--- src/rtl/riscv_pkg.sv ---
`default_nettype none
// ============================================================================
// Module   : riscv_pkg
// Purpose  : Shared types, funct3 encodings and load-extension helper for the
//            load/store unit.
// Contents : lsu_state_e, lsu_size_e, F3_* constants, f3_size(), load_extend()
// Revision : 1.0 - initial release
// ============================================================================
package riscv_pkg;

  typedef enum logic [1:0] {
    IDLE     = 2'd0,
    REQ      = 2'd1,
    WAIT_RSP = 2'd2,
    DONE     = 2'd3
  } lsu_state_e;

  typedef enum logic [1:0] {
    SZ_B = 2'd0,
    SZ_H = 2'd1,
    SZ_W = 2'd2
  } lsu_size_e;

  localparam logic [2:0] F3_LB  = 3'b000;
  localparam logic [2:0] F3_LH  = 3'b001;
  localparam logic [2:0] F3_LW  = 3'b010;
  localparam logic [2:0] F3_LBU = 3'b100;
  localparam logic [2:0] F3_LHU = 3'b101;

  // Access width is encoded in funct3[1:0]; the illegal 2'b11 maps to word
  // and is rejected separately by the legality check.
  function automatic lsu_size_e f3_size(input logic [2:0] funct3);
    case (funct3[1:0])
      2'b00:   return SZ_B;
      2'b01:   return SZ_H;
      default: return SZ_W;
    endcase
  endfunction

  // Pick the addressed byte/half out of a little-endian word and extend it.
  function automatic logic [31:0] load_extend(input logic [2:0]  funct3,
                                              input logic [1:0]  lane,
                                              input logic [31:0] word);
    logic [7:0]  b;
    logic [15:0] h;
    logic [31:0] res;
    case (lane)
      2'd0:    b = word[7:0];
      2'd1:    b = word[15:8];
      2'd2:    b = word[23:16];
      default: b = word[31:24];
    endcase
    h = lane[1] ? word[31:16] : word[15:0];
    case (funct3)
      F3_LB:   res = {{24{b[7]}}, b};
      F3_LH:   res = {{16{h[15]}}, h};
      F3_LBU:  res = {24'b0, b};
      F3_LHU:  res = {16'b0, h};
      default: res = word;
    endcase
    return res;
  endfunction

endpackage
`default_nettype wire

--- src/rtl/lsu_mem_initiator_if.sv ---
`default_nettype none
// ============================================================================
// Module   : lsu_mem_initiator_if
// Purpose  : Core-side and memory-side handshake bundle of the LSU.
// Modports : master - the LSU (accepts core ops, issues memory requests)
//            slave  - the environment (core + data memory)
// Revision : 1.0 - initial release
// ============================================================================
interface lsu_mem_initiator_if;
  logic        core_valid;
  logic        core_ready;
  logic        core_we;
  logic [2:0]  core_funct3;
  logic [31:0] core_addr;
  logic [31:0] core_wdata;
  logic        core_done;
  logic        core_err;
  logic [31:0] core_rdata;
  logic        mem_req_valid;
  logic        mem_req_ready;
  logic        mem_we;
  logic [31:0] mem_addr;
  logic [3:0]  mem_be;
  logic [31:0] mem_wdata;
  logic        mem_rsp_valid;
  logic [31:0] mem_rdata;

  modport master (
    input  core_valid, core_we, core_funct3, core_addr, core_wdata,
    output core_ready, core_done, core_err, core_rdata,
    output mem_req_valid, mem_we, mem_addr, mem_be, mem_wdata,
    input  mem_req_ready, mem_rsp_valid, mem_rdata
  );

  modport slave (
    output core_valid, core_we, core_funct3, core_addr, core_wdata,
    input  core_ready, core_done, core_err, core_rdata,
    input  mem_req_valid, mem_we, mem_addr, mem_be, mem_wdata,
    output mem_req_ready, mem_rsp_valid, mem_rdata
  );
endinterface
`default_nettype wire

--- src/rtl/lsu_lane_align.sv ---
`default_nettype none
// ============================================================================
// Module   : lsu_lane_align
// Purpose  : Combinational lane logic: byte enables and replicated write data
//            for a request, extracted/extended data for a load response.
// Ports    : req_size_i, req_lane_i, req_wdata_i -> req_be_o, req_wdata_o
//            rsp_funct3_i, rsp_lane_i, rsp_word_i -> rsp_data_o
// Revision : 1.0 - initial release
// ============================================================================
module lsu_lane_align
  import riscv_pkg::*;
(
  input  lsu_size_e   req_size_i,
  input  logic [1:0]  req_lane_i,
  input  logic [31:0] req_wdata_i,
  output logic [3:0]  req_be_o,
  output logic [31:0] req_wdata_o,
  input  logic [2:0]  rsp_funct3_i,
  input  logic [1:0]  rsp_lane_i,
  input  logic [31:0] rsp_word_i,
  output logic [31:0] rsp_data_o
);

  // Data is replicated across all lanes so the memory only needs the enables.
  always_comb begin
    req_be_o    = 4'b1111;
    req_wdata_o = req_wdata_i;
    case (req_size_i)
      SZ_B: begin
        req_be_o    = 4'b0001 << req_lane_i;
        req_wdata_o = {4{req_wdata_i[7:0]}};
      end
      SZ_H: begin
        req_be_o    = 4'b0011 << req_lane_i;
        req_wdata_o = {2{req_wdata_i[15:0]}};
      end
      default: ;
    endcase
  end

  assign rsp_data_o = load_extend(rsp_funct3_i, rsp_lane_i, rsp_word_i);

endmodule
`default_nettype wire

--- src/rtl/lsu_mem_initiator.sv ---
`default_nettype none
// ============================================================================
// Module   : lsu_mem_initiator
// Purpose  : Single-outstanding load/store initiator between execute stage and
//            byte-addressed data memory. Checks alignment, range and funct3,
//            issues a word-aligned request and extends load data.
// Ports    : clk, rst_n (async active-low)
//            bus (lsu_mem_initiator_if.master) - core and memory handshakes
// Params   : MEM_BYTES - memory size in bytes, TIMEOUT - response wait limit
// Revision : 1.0 - initial release
// ============================================================================
module lsu_mem_initiator
  import riscv_pkg::*;
#(
  parameter int unsigned MEM_BYTES = 40,
  parameter int unsigned TIMEOUT   = 16
) (
  input  logic                 clk,
  input  logic                 rst_n,
  lsu_mem_initiator_if.master  bus
);

  localparam int unsigned     CNT_W    = (TIMEOUT > 1) ? $clog2(TIMEOUT) : 1;
  localparam logic [CNT_W-1:0] CNT_LAST = CNT_W'(TIMEOUT - 1);

  lsu_state_e        state_q, state_d;
  logic [2:0]        funct3_q, funct3_d;
  logic [1:0]        lane_q, lane_d;
  logic [CNT_W-1:0]  cnt_q, cnt_d;
  logic              core_ready_q, core_ready_d;
  logic              core_done_q, core_done_d;
  logic              core_err_q, core_err_d;
  logic [31:0]       core_rdata_q, core_rdata_d;
  logic              mem_req_valid_q, mem_req_valid_d;
  logic              mem_we_q, mem_we_d;
  logic [31:0]       mem_addr_q, mem_addr_d;
  logic [3:0]        mem_be_q, mem_be_d;
  logic [31:0]       mem_wdata_q, mem_wdata_d;

  lsu_size_e   size_w;
  logic [2:0]  nbytes_w;
  logic [32:0] end_w;
  logic        f3_ok_w, misal_w, range_w, reject_w;
  logic [3:0]  be_w;
  logic [31:0] wdata_w, ld_data_w;

  // Request qualification, evaluated on the core's live inputs in IDLE.
  always_comb begin
    size_w = f3_size(bus.core_funct3);
    case (size_w)
      SZ_B:    nbytes_w = 3'd1;
      SZ_H:    nbytes_w = 3'd2;
      default: nbytes_w = 3'd4;
    endcase
    // Stores only have SB/SH/SW; loads additionally have LBU/LHU.
    if (bus.core_we)
      f3_ok_w = (bus.core_funct3 == F3_LB) || (bus.core_funct3 == F3_LH) ||
                (bus.core_funct3 == F3_LW);
    else
      f3_ok_w = (bus.core_funct3 == F3_LB) || (bus.core_funct3 == F3_LH) ||
                (bus.core_funct3 == F3_LW) || (bus.core_funct3 == F3_LBU) ||
                (bus.core_funct3 == F3_LHU);
    misal_w = ((size_w == SZ_H) && bus.core_addr[0]) ||
              ((size_w == SZ_W) && (bus.core_addr[1:0] != 2'b00));
    // 33-bit sum so addresses near 2^32 cannot wrap past the range check.
    end_w    = {1'b0, bus.core_addr} + 33'(nbytes_w);
    range_w  = end_w > 33'(MEM_BYTES);
    reject_w = !f3_ok_w || misal_w || range_w;
  end

  lsu_lane_align u_lane_align (
    .req_size_i   (size_w),
    .req_lane_i   (bus.core_addr[1:0]),
    .req_wdata_i  (bus.core_wdata),
    .req_be_o     (be_w),
    .req_wdata_o  (wdata_w),
    .rsp_funct3_i (funct3_q),
    .rsp_lane_i   (lane_q),
    .rsp_word_i   (bus.mem_rdata),
    .rsp_data_o   (ld_data_w)
  );

  always_comb begin
    state_d         = state_q;
    funct3_d        = funct3_q;
    lane_d          = lane_q;
    cnt_d           = cnt_q;
    core_ready_d    = core_ready_q;
    core_done_d     = 1'b0;
    core_err_d      = core_err_q;
    core_rdata_d    = core_rdata_q;
    mem_req_valid_d = mem_req_valid_q;
    mem_we_d        = mem_we_q;
    mem_addr_d      = mem_addr_q;
    mem_be_d        = mem_be_q;
    mem_wdata_d     = mem_wdata_q;

    case (state_q)
      IDLE: begin
        if (bus.core_valid && core_ready_q) begin
          core_ready_d = 1'b0;
          funct3_d     = bus.core_funct3;
          lane_d       = bus.core_addr[1:0];
          if (reject_w) begin
            state_d      = DONE;
            core_done_d  = 1'b1;
            core_err_d   = 1'b1;
            core_rdata_d = '0;
          end else begin
            state_d         = REQ;
            mem_req_valid_d = 1'b1;
            mem_we_d        = bus.core_we;
            mem_addr_d      = {bus.core_addr[31:2], 2'b00};
            mem_be_d        = be_w;
            mem_wdata_d     = bus.core_we ? wdata_w : '0;
          end
        end
      end

      REQ: begin
        if (bus.mem_req_ready) begin
          mem_req_valid_d = 1'b0;
          if (mem_we_q) begin
            state_d      = DONE;
            core_done_d  = 1'b1;
            core_err_d   = 1'b0;
            core_rdata_d = '0;
          end else begin
            state_d = WAIT_RSP;
            cnt_d   = '0;
          end
        end
      end

      WAIT_RSP: begin
        // A response on the final wait cycle takes priority over timeout.
        if (bus.mem_rsp_valid) begin
          state_d      = DONE;
          core_done_d  = 1'b1;
          core_err_d   = 1'b0;
          core_rdata_d = ld_data_w;
        end else if (cnt_q == CNT_LAST) begin
          state_d      = DONE;
          core_done_d  = 1'b1;
          core_err_d   = 1'b1;
          core_rdata_d = '0;
        end else begin
          cnt_d = cnt_q + 1'b1;
        end
      end

      DONE: begin
        state_d      = IDLE;
        core_ready_d = 1'b1;
        core_err_d   = 1'b0;
        core_rdata_d = '0;
      end

      default: state_d = IDLE;
    endcase
  end

  always_ff @(posedge clk or negedge rst_n) begin
    if (!rst_n) begin
      state_q         <= IDLE;
      funct3_q        <= '0;
      lane_q          <= '0;
      cnt_q           <= '0;
      core_ready_q    <= 1'b1;
      core_done_q     <= 1'b0;
      core_err_q      <= 1'b0;
      core_rdata_q    <= '0;
      mem_req_valid_q <= 1'b0;
      mem_we_q        <= 1'b0;
      mem_addr_q      <= '0;
      mem_be_q        <= '0;
      mem_wdata_q     <= '0;
    end else begin
      state_q         <= state_d;
      funct3_q        <= funct3_d;
      lane_q          <= lane_d;
      cnt_q           <= cnt_d;
      core_ready_q    <= core_ready_d;
      core_done_q     <= core_done_d;
      core_err_q      <= core_err_d;
      core_rdata_q    <= core_rdata_d;
      mem_req_valid_q <= mem_req_valid_d;
      mem_we_q        <= mem_we_d;
      mem_addr_q      <= mem_addr_d;
      mem_be_q        <= mem_be_d;
      mem_wdata_q     <= mem_wdata_d;
    end
  end

  assign bus.core_ready    = core_ready_q;
  assign bus.core_done     = core_done_q;
  assign bus.core_err      = core_err_q;
  assign bus.core_rdata    = core_rdata_q;
  assign bus.mem_req_valid = mem_req_valid_q;
  assign bus.mem_we        = mem_we_q;
  assign bus.mem_addr      = mem_addr_q;
  assign bus.mem_be        = mem_be_q;
  assign bus.mem_wdata     = mem_wdata_q;

endmodule
`default_nettype wire

--- src/flat_wrapper.sv ---
// flat-port wrapper written by rule: the top's interface ports become plain ports
module lsu_mem_initiator_flat import riscv_pkg::*;
#(
  parameter int unsigned MEM_BYTES = 40,
  parameter int unsigned TIMEOUT   = 16
)
  (clk, rst_n, bus_core_valid, bus_core_we, bus_core_funct3, bus_core_addr, bus_core_wdata, bus_core_ready, bus_core_done, bus_core_err, bus_core_rdata, bus_mem_req_valid, bus_mem_we, bus_mem_addr, bus_mem_be, bus_mem_wdata, bus_mem_req_ready, bus_mem_rsp_valid, bus_mem_rdata);
  lsu_mem_initiator_if bus_i ();
  input  logic clk;
  input  logic rst_n;
  input wire logic [$bits(bus_i.core_valid)-1:0] bus_core_valid;
  input wire logic [$bits(bus_i.core_we)-1:0] bus_core_we;
  input wire logic [$bits(bus_i.core_funct3)-1:0] bus_core_funct3;
  input wire logic [$bits(bus_i.core_addr)-1:0] bus_core_addr;
  input wire logic [$bits(bus_i.core_wdata)-1:0] bus_core_wdata;
  output wire logic [$bits(bus_i.core_ready)-1:0] bus_core_ready;
  output wire logic [$bits(bus_i.core_done)-1:0] bus_core_done;
  output wire logic [$bits(bus_i.core_err)-1:0] bus_core_err;
  output wire logic [$bits(bus_i.core_rdata)-1:0] bus_core_rdata;
  output wire logic [$bits(bus_i.mem_req_valid)-1:0] bus_mem_req_valid;
  output wire logic [$bits(bus_i.mem_we)-1:0] bus_mem_we;
  output wire logic [$bits(bus_i.mem_addr)-1:0] bus_mem_addr;
  output wire logic [$bits(bus_i.mem_be)-1:0] bus_mem_be;
  output wire logic [$bits(bus_i.mem_wdata)-1:0] bus_mem_wdata;
  input wire logic [$bits(bus_i.mem_req_ready)-1:0] bus_mem_req_ready;
  input wire logic [$bits(bus_i.mem_rsp_valid)-1:0] bus_mem_rsp_valid;
  input wire logic [$bits(bus_i.mem_rdata)-1:0] bus_mem_rdata;
  assign bus_i.core_valid = bus_core_valid;
  assign bus_i.core_we = bus_core_we;
  assign bus_i.core_funct3 = bus_core_funct3;
  assign bus_i.core_addr = bus_core_addr;
  assign bus_i.core_wdata = bus_core_wdata;
  assign bus_core_ready = bus_i.core_ready;
  assign bus_core_done = bus_i.core_done;
  assign bus_core_err = bus_i.core_err;
  assign bus_core_rdata = bus_i.core_rdata;
  assign bus_mem_req_valid = bus_i.mem_req_valid;
  assign bus_mem_we = bus_i.mem_we;
  assign bus_mem_addr = bus_i.mem_addr;
  assign bus_mem_be = bus_i.mem_be;
  assign bus_mem_wdata = bus_i.mem_wdata;
  assign bus_i.mem_req_ready = bus_mem_req_ready;
  assign bus_i.mem_rsp_valid = bus_mem_rsp_valid;
  assign bus_i.mem_rdata = bus_mem_rdata;
  lsu_mem_initiator #(.MEM_BYTES(MEM_BYTES), .TIMEOUT(TIMEOUT)) u_core (.clk(clk), .rst_n(rst_n), .bus(bus_i));
endmodule
--- config.mk ---
export PLATFORM = sky130hd
export DESIGN_NAME = lsu_mem_initiator_flat
export DESIGN_NICKNAME = d
export VERILOG_FILES = /design/src/rtl/riscv_pkg.sv /design/src/rtl/lsu_mem_initiator_if.sv /design/src/rtl/lsu_lane_align.sv /design/src/rtl/lsu_mem_initiator.sv /design/src/flat_wrapper.sv
export SDC_FILE = /design/constraint.sdc
export NUM_CORES = 1
export LEC_CHECK = 0
export ABC_AREA = 1
export ABC_CLOCK_PERIOD_IN_PS = 4600
export CORE_ASPECT_RATIO = 1.4
export CORE_MARGIN = 2
export CORE_UTILIZATION = 51
export DETAILED_ROUTE_END_ITERATION = 8
export GPL_TIMING_DRIVEN = 0
export PLACE_DENSITY = 0.84
export SYNTH_ARGS = -nofsm -noshare
export SYNTH_HDL_FRONTEND = slang
export SYNTH_SLANG_ARGS = --single-unit
--- constraint.sdc ---
create_clock -name clk -period 4.6 [get_ports clk]
set_input_delay 1.15 -clock clk [delete_from_list [all_inputs] [get_ports clk]]
set_output_delay 1.15 -clock clk [all_outputs]
set_load 0.05 [all_outputs]
# Word level (Yosys, flattened, before mapping)
# Index checks and enable logic that the tools add are counted.
# Widths: inputs -> output; s select.
[totals]
out_inout_bits = 105
elab_cells = 120
in_bits = 105
reg_bits = 114
[op_classes]
reduce_logical = 28
n_lt_le_gt_ge = 1
muxes = 48
n_bitwise = 1
n_addsub = 2
shift = 2
n_eq_ne = 25
[ops]
columns = ["op", "n"]
rows = [
  ["$pmux 32 s4", 2],
  ["$mux 32", 7],
  ["$pmux 32 s2", 1],
  ["$add 32x3->33", 1],
  ["$gt 33x6->1 const B", 1],
  ["$pmux 8 s3", 1],
  ["$mux 1", 18],
  ["$mux 16", 1],
  ["$mux 4", 4],
  ["$pmux 4 s2", 2],
  ["$eq 3x3->1 const B", 4],
  ["$mux 2", 5],
  ["$ne 2x2->1 const B", 5],
  ["$reduce_and 5->1", 2],
  ["$eq 2x1->1 const B", 4],
  ["$eq 2x2->1 const B", 4],
  ["$logic_not 2->1", 4],
  ["$pmux 2 s4", 1],
  ["$reduce_bool 2->1", 4],
  ["$logic_or 1x1->1", 7],
  ["$eq 3x1->1 const B", 2],
  ["$logic_not 3->1", 2],
  ["$ne 2x1->1 const B", 3],
  ["$pmux 3 s2", 1],
  ["16 further kinds", 21],
]

# Longest topological paths before layout
# Gate-level depths: netlist of run 1.
[logic_depth]
depth_word = 12
depth_mapped = 24

# Cells and area by module
# A second synthesis of run 1 with hierarchy kept.
[hier_totals]
hier_cells = 1042
area_unflattened_um2 = 7179.4
[modules_own_cells]
columns = ["module", "cells_each", "n_inst", "area_each_um2", "seq_area_each_um2"]
rows = [
  ["lsu_mem_initiator", 791, 1, 5953.2, 2854.0],
  ["lsu_lane_align", 251, 1, 1226.2, 0.0],
]

# Worst setup path before layout of run 1
# OpenSTA, ideal clock, no wires.
[synth_timing]
path_type = "input to register"
startpoint = "input port bus_core_funct3[1]"
endpoint = "register u_core.mem_wdata_q[20] (netlist: u_core.bus.mem_wdata[20])"
path_slack_ns = 0.837
setup_ns = 0.118
arrival_ns = 3.645
cell_stages = 21
path_cell_list = "clkbuf_1 > nor2_1 > clkbuf_1 > ha_1 > ha_1 > inv_1 > nand2_2 > nand2_1 > nand2_4 > nand2_2 > nor2_2 > nand2_1 > nand2_1 > nand2_1 > nand3b_1 > nor2_4 > nand4_2 > buf_2 > buf_6 > nand2_1 > nand2_1"
[synth_between]
elab_chain_cells = 11
word_cells_on_any_way = 29
[synth_lines]
columns = ["element", "line_no", "text"]
rows = [
  ["start, declared", "flat_wrapper.sv:13", "input wire logic [$bits(bus_i.core_funct3)-1:0] bus_core_funct3;"],
  ["branches (longest 11 deep; another with $add 32x3->33)", "n/a", ""],
  ["end signal, assigned", "lsu_mem_initiator.sv:191", "mem_wdata_q <= mem_wdata_d;"],
  ["end, declared", "lsu_mem_initiator.sv:38", "logic [31:0] mem_wdata_q, mem_wdata_d;"],
]
# Parallel ways; which one is timed is not known.
# A chain may end at the register's enable or synchronous reset.

# Worst setup path in the final report of run 1
[layout_timing]
startpoint = "input port bus_core_funct3[1]"
endpoint = "register u_core.mem_wdata_q[15] (netlist: u_core.bus.mem_wdata[15])"
# Same word-level chain as after synthesis.

==> impl_metrics.tcl, run 1 <==
set metrics [dict create \
    hold_viol_final 0 \
    via_count 7410 \
    grt_max_degree 71 \
    fmax_ghz 0.229 \
    slew_headroom_pct 54.2 \
    dieArea_um2 14300 \
    yosys-top-cells-area "dfrtp_1, nand2_1, inv_1" \
    cts_made_buffers 17 \
    nets 1293 \
    ios 210 \
    finalCritPeriodShare_pct 95.1 \
    grt_util_all_layers_pct 31.8 \
    insertion_delay_ns 0.41 \
    synth_common_cells "nand2_1, dfrtp_1, inv_1" \
    yosys_warnings 0 \
    r2r_cells 9 \
    criticalPathCategory "in2reg" \
    start_util_pct 52.6 \
    core_um2 12900 \
    slew_violations 0 \
    path_clk_slew_ns 0.07 \
    status "completed" \
    synthCells 952 \
    hold_depth 2 \
    wl_per_cell_um 16.5 \
    p_per_area_nw_per_um2 464 \
    drt-initial-drc-count 434 \
    async_flop_share_pct 100 \
    synth.most_common_cell "nand2_1" \
    antenna_found_initial 1 \
    fin_crit_ns 4.38 \
    worst_slack_ns 0.224 \
    yosys_register_bits 114 \
    pre_cts_slack_ns -0.572 \
    synth_edf_count 0 \
    setup_viol 0 \
    cts_tree "yes" \
    max-vdd-ir-drop_uv 293 \
    drc 0 \
    dpl_cell_area_um2 9120 \
    cp.required_ns 4.90 \
    utilization_pct 75.1 \
    post_cts_buffers 0 \
    p_leak_nw 4.83 \
    clock-sinks 114 \
    worst_pin_slew_ns 0.680 \
    drt-pass1-iter-count 6 \
    synth.avg_cell_area_um2 7.14 \
    cts_root_buf "clkbuf_16" \
    routed_wl_um 22700 \
    path_max_fanout 10 \
    clockBufferDepth 2 \
    yosysSeqAreaShare_pct 42.0 \
    cts_max_level 4 \
    grt_pass1_wl_um 35400 \
    via_per_inst 5.40 \
    gp_congestion 0.938 \
    cap_violations 0 \
    holdWs_ns 0.466 \
    std_cell_rows 49 \
    hpwl_um 17400 \
    die_x_um 102 \
    start_kind "input pin" \
    end_kind "register" \
    synth_top_area_cell "dfrtp_1" \
    gr-total-overflow 0 \
    worstHoldPathType "reg2reg" \
    arrival_ns 4.67 \
    rsz0062_at_grt "no" \
    ys.flop_type "dfrtp_1" \
    fp.dieH_um 141 \
    ys_types 42 \
    syn_area_um2 6800 \
    first_global_vias 7219 \
    area_growth_pct 42.9 \
    clock_skew_ns 0.0128 \
    fin_area_um2 9720 \
    port_buffers 206 \
    antenna_violating_nets_post_route 0 \
    drive_gt1_share_pct 7.47 \
    synth_top_area_share_pct 41.6 \
]
==> cell type report <==
type,count,area [um^2]
diodes,1,2.50
plain buffers,42,269
clock buffers,17,425
clock inverters,15,161
fillers,1025,3220
inverters,116,435
multi-input cells,681,3260
flip-flops and latches,114,2850
well taps,178,223
repair buffers,207,2090
==> metrics by stage <==
stage	setup TNS (ns)	power, W	instances
floorplan	0	0.00252	953
finish	0	0.00451	1371
CTS	0	0.00451	1370
detailed placement	-47.48	0.00317	1338
global placement	-266.68	0.00313	1337
global route	0	0.00474	1371
==> worst paths after layout <==
check                                             start                         to  slack (ns)
worst min-delay path            u_core.bus.mem_addr[22]    u_core.bus.mem_addr[22]        0.47
worst max-delay path                 bus_core_funct3[1]   u_core.bus.mem_wdata[15]        0.22
min in group asynchronous                         rst_n   u_core.bus.mem_wdata[21]        0.66
max in group asynchronous                         rst_n      u_core.bus.core_ready        3.21
worst max register to register         u_core.lane_q[1]  u_core.bus.core_rdata[22]        1.91
worst min register to register  u_core.bus.mem_addr[22]    u_core.bus.mem_addr[22]        0.47
==> critical path, cell delays in order <==
cell and delay (ns):
clkdlybuf4s50_1 0.48, buf_2 0.23, nor2_2 0.21, clkbuf_4 0.25, ha_1 0.20, nand2_1 0.05
nand3b_1 0.20, nand2_2 0.16, buf_4 0.19, nand2_1 0.06, nand2_1 0.05, nand3_1 0.17
nor2_1 0.18, nand3_1 0.15, nor2_4 0.20, nand4_2 0.21, clkbuf_1 0.32, nand2_1 0.14
nand2_1 0.08
==> cell usage in the layout (no fill, tap or decap), types with 2 or more instances in the layout <==
master and n:
a21oi_1 23, buf_2 5, buf_4 7, buf_6 11
clkbuf_1 18, clkbuf_16 17, clkdlybuf4s50_1 205, clkinv_1 2
clkinvlp_4 3, conb_1 2, dfrtp_1 113, ha_1 9
inv_1 109, inv_2 5, inv_6 6, inv_8 5
mux2i_1 3, nand2_1 310, nand2_2 4, nand2_4 2
nand3_1 65, nand3_2 4, nand3b_1 9, nand4_1 16
nand4_2 2, nor2_1 81, nor2_2 5, nor2_4 3
nor3_1 7, o211ai_1 13, o21ai_0 57, o21ai_1 32
o221ai_1 12, o22ai_1 6, or2_2 5, xnor2_1 2
==> kinds of logic after synthesis <==
kind of cell / after synthesis / share of synthesized area, %
AOI/OAI and AO/OA: 149 / 12.5
and+or+nand+nor: 515 / 32.8
xor gates and xnor gates: 3 / 0.386
DFF: 114 / 42.0
adders and majority gates: 9 / 1.66
buffers and inverters: 158 / 10.2
muxes: 3 / 0.442
other: 1 / 0.0551
==> sequential cells by signal (all words and copies together), names as in the netlist <==
register / count
u_core.bus.mem_wdata: 32
u_core.lane_q: 2
u_core.bus.core_rdata: 32
u_core.bus.mem_be: 4
u_core.cnt_q: 4
u_core.bus.mem_req_valid: 1
u_core.bus.core_done: 1
u_core.bus.core_err: 1
u_core.bus.core_ready: 1
u_core.funct3_q: 3
u_core.state_q: 2
u_core.bus.mem_addr: 30
u_core.bus.mem_we: 1
==> what timing repair did <==
| item | 4_1_cts | 5_1_grt |
|---|---|---|
| hold buffers | 0 | 0 |
| gates resized for setup | 1 | 8 |
| endpoints found under the setup margin | 87 | 100 |
==> power breakdown <==
part	switching [W]	internal [W]
Clock	0.000559	0.000771
Combinational	0.00127	0.000628
Sequential	0.000109	0.00117
==> layer usage <==
metal  vias up  GRT usage, %  part of all wire (%)
met3        84          6.59                   6.6
met4         0          15.7                   5.2
li1       3535             -                     -
met5         -             0                     0
met2       346          56.4                    51
met1      3445          35.4                    37
Note: power is estimated with default switching activity, not from simulation.
==> inputs of run 2 (changes only) <==
--- a/config.mk
+++ b/config.mk
@@ -9,10 +9,11 @@
 export ABC_CLOCK_PERIOD_IN_PS = 4600
 export CORE_ASPECT_RATIO = 1.4
 export CORE_MARGIN = 2
-export CORE_UTILIZATION = 51
+export CORE_UTILIZATION = 53
+export CTS_BUF_LIST = sky130_fd_sc_hd__clkbuf_8
 export DETAILED_ROUTE_END_ITERATION = 8
 export GPL_TIMING_DRIVEN = 0
-export PLACE_DENSITY = 0.84
+export PLACE_DENSITY = 0.87
 export SYNTH_ARGS = -nofsm -noshare
 export SYNTH_HDL_FRONTEND = slang
 export SYNTH_SLANG_ARGS = --single-unit
==> run 2 against run 1 <==
First-iteration DRC count fell by 22%. Global-route usage grew 0.40 points. Largest cell class unchanged. Flip-flop and latch count is the same. Combinational power is essentially flat. Critical path type unchanged. Non-clock buffer count did not move. Largest power group unchanged.
==> impl_metrics.tcl, run 2 (synthesized netlist as in run 1, its figures left out) <==
set metrics [dict create \
    reg2reg_from "u_core.lane_q[1]" \
    drive_gt1_share_pct 7.38 \
    path_max_fanout 10 \
    end_kind "register" \
    cp_cell_sequence "clkdlybuf4s50_1 > clkbuf_1 > nor2_2 > clkbuf_2 > ha_1 > ha_1 > inv_1 > nand2_2 > nand2_1 > nand2_4 > nand2_2 > nor2_2 > nand2_1 > nand2_1 > nand2_1 > inv_2 > nand3b_1 > nor2_4 > nand2_4 > nor2_8 > buf_4 > nand3_1 > nand2_1" \
    gr-total-overflow 0 \
    hold_buffers 0 \
    holdCritStartpoint "u_core.bus.mem_addr[15]" \
    core_um2 12700 \
    cap_violations 0 \
    hpwl_um 17100 \
    crit_path_frequent_cell "nand2_1" \
    rsz0062_at_grt "no" \
    finalCritPeriodShare_pct 94.6 \
    clock-sinks 114 \
    std_cell_rows 49 \
    path_buf_inv 6 \
    worstHoldPathType "reg2reg" \
    cp.required_ns 4.98 \
    p_per_area_nw_per_um2 434 \
    fp.dieH_um 138 \
    crit_start "bus_core_funct3[1]" \
    nets 1293 \
    ios 210 \
    insertion_delay_ns 0.44 \
    fmax_ghz 0.230 \
    cts_max_level 4 \
    antenna_violating_nets_post_route 0 \
    hold_viol_final 0 \
    seq_area_um2 2850 \
    die_x_um 99.7 \
    cp_slowest_cell "clkdlybuf4s50_1" \
    routed_wl_um 21900 \
    antenna_cells 0 \
    via_per_inst 5.45 \
    drc 0 \
    drt-initial-drc-count 340 \
    grt_util_all_layers_pct 32.2 \
    arrival_ns 4.73 \
    setup_viol 0 \
    fin_crit_ns 4.35 \
    layout_common_cells "nand2_1, clkdlybuf4s50_1, dfrtp_1, inv_1, nor2_1" \
    slew_headroom_pct 40.4 \
    nFillCells 1003 \
    dieArea_um2 13800 \
    worst_pin_slew_ns 0.894 \
    drt-pass1-iter-count 7 \
    wl_per_cell_um 16.3 \
    slew_violations 0 \
    path_delay_family "simple AND/OR/NAND/NOR gates" \
    r2r_cells 9 \
    dp.cells 1313 \
    clock_skew_ns 0.0131 \
    cts_tree "yes" \
    fin_tns_setup_ns 0 \
    max_stage_delay_ns 0.48 \
    area_growth_pct 39.4 \
    cts_root_buf "clkbuf_8" \
    p_leak_nw 4.74 \
    multiInputGateArea_um2 3260 \
    via_count 7324 \
    grt_max_degree 71 \
    final_cells 1345 \
    crit_path_end "u_core.bus.mem_wdata[20]" \
    antenna_found_initial 0 \
    worst-r2r-setup-slack_ns 1.99 \
    start_kind "input pin" \
    cts_made_buffers 17 \
    clockBufferDepth 2 \
    port_buffers 206 \
    start_util_pct 53.6 \
    criticalPathCategory "in2reg" \
    final_common_cell "nand2_1" \
    gp_congestion 0.951 \
    first_global_vias 7099 \
    cp.depth 23 \
    rr_endpoint "u_core.bus.core_rdata[24]" \
    status "completed" \
    max-vdd-ir-drop_uv 253 \
    path_clk_slew_ns 0.09 \
    grt_pass1_wl_um 34900 \
]
[run 2: cell count changes in the layout (fill, tap and decap cells not counted), sizes merged]
cell      previous run  this run
inv                125       124
clkinvlp             3         2
diode                1         0
buf                 25        24
clkinv               2         4
clkbuf              36        37
[run 2: layout make-up]
type	instances	share of cell area (%)
sequential	114	30.1
clock buffer	17	2.47
buffer	42	2.77
timing repair buffer	207	22.0
tap	153	2.02
clock inverter	15	1.72
multi-input combinational	681	34.3
inverter	116	4.59
[run 2: routing by layer]
metal	wire length [um]	share of wire (%)	vias to the layer above	track usage, %
li1	-	-	3530	-
met1	7950	36	3315	35.9
met2	10900	50	373	55.0
met3	1540	7.0	106	6.93
met4	1540	7.0	0	20.6
met5	0	0	-	0
[run 2: report_power, final]
part | internal [W] | total, W | switching [W]
Sequential | 0.00117 | 0.00128 | 0.000106
Combinational | 0.000627 | 0.00189 | 0.00126
Clock | 0.000454 | 0.000955 | 0.000501
[run 2: what timing repair did]
item,4_1_cts,5_1_grt
setup buffers,0,0
endpoints found under the setup margin,0,100
resized for setup,0,3
[run 2: worst register-to-register path, cell delays in order, from the launching register on]
cell and delay [ns]:
dfrtp_1 0.38, clkbuf_1 0.25, nand2_1 0.13, o221ai_1 0.15
o21ai_0 0.57, o21ai_0 0.23, inv_1 0.20, clkbuf_1 0.30
o21ai_0 0.14, o21ai_1 0.18
[run 2: how the worst min path moves through the flow]
stage,endpoint,slack [ns],cells past startpoint
2_1_floorplan,u_core.cnt_q[3],0.44,1
3_3_place_gp,u_core.bus.mem_addr[16],0.45,2
3_5_place_dp,u_core.bus.mem_addr[9],0.46,2
4_1_cts,u_core.bus.mem_addr[28],0.48,2
5_1_grt,u_core.bus.mem_wdata[9],0.50,2
6_report,u_core.bus.mem_addr[15],0.48,2
[run 2: metrics by stage]
stage	hold WS [ns]	setup slack, ns	util [%]	power, W	cell area [um^2]
floorplan	0.444	0.837	-	0.00252	6800
global placement	0.449	-1.88	71.4	0.00313	9060
detailed placement	0.455	-0.413	71.6	0.00317	9080
CTS	0.483	0.0483	74.7	0.00412	9480
global route	0.502	0.00664	74.7	0.00435	9480
finish	0.477	0.250	74.7	0.00412	9480
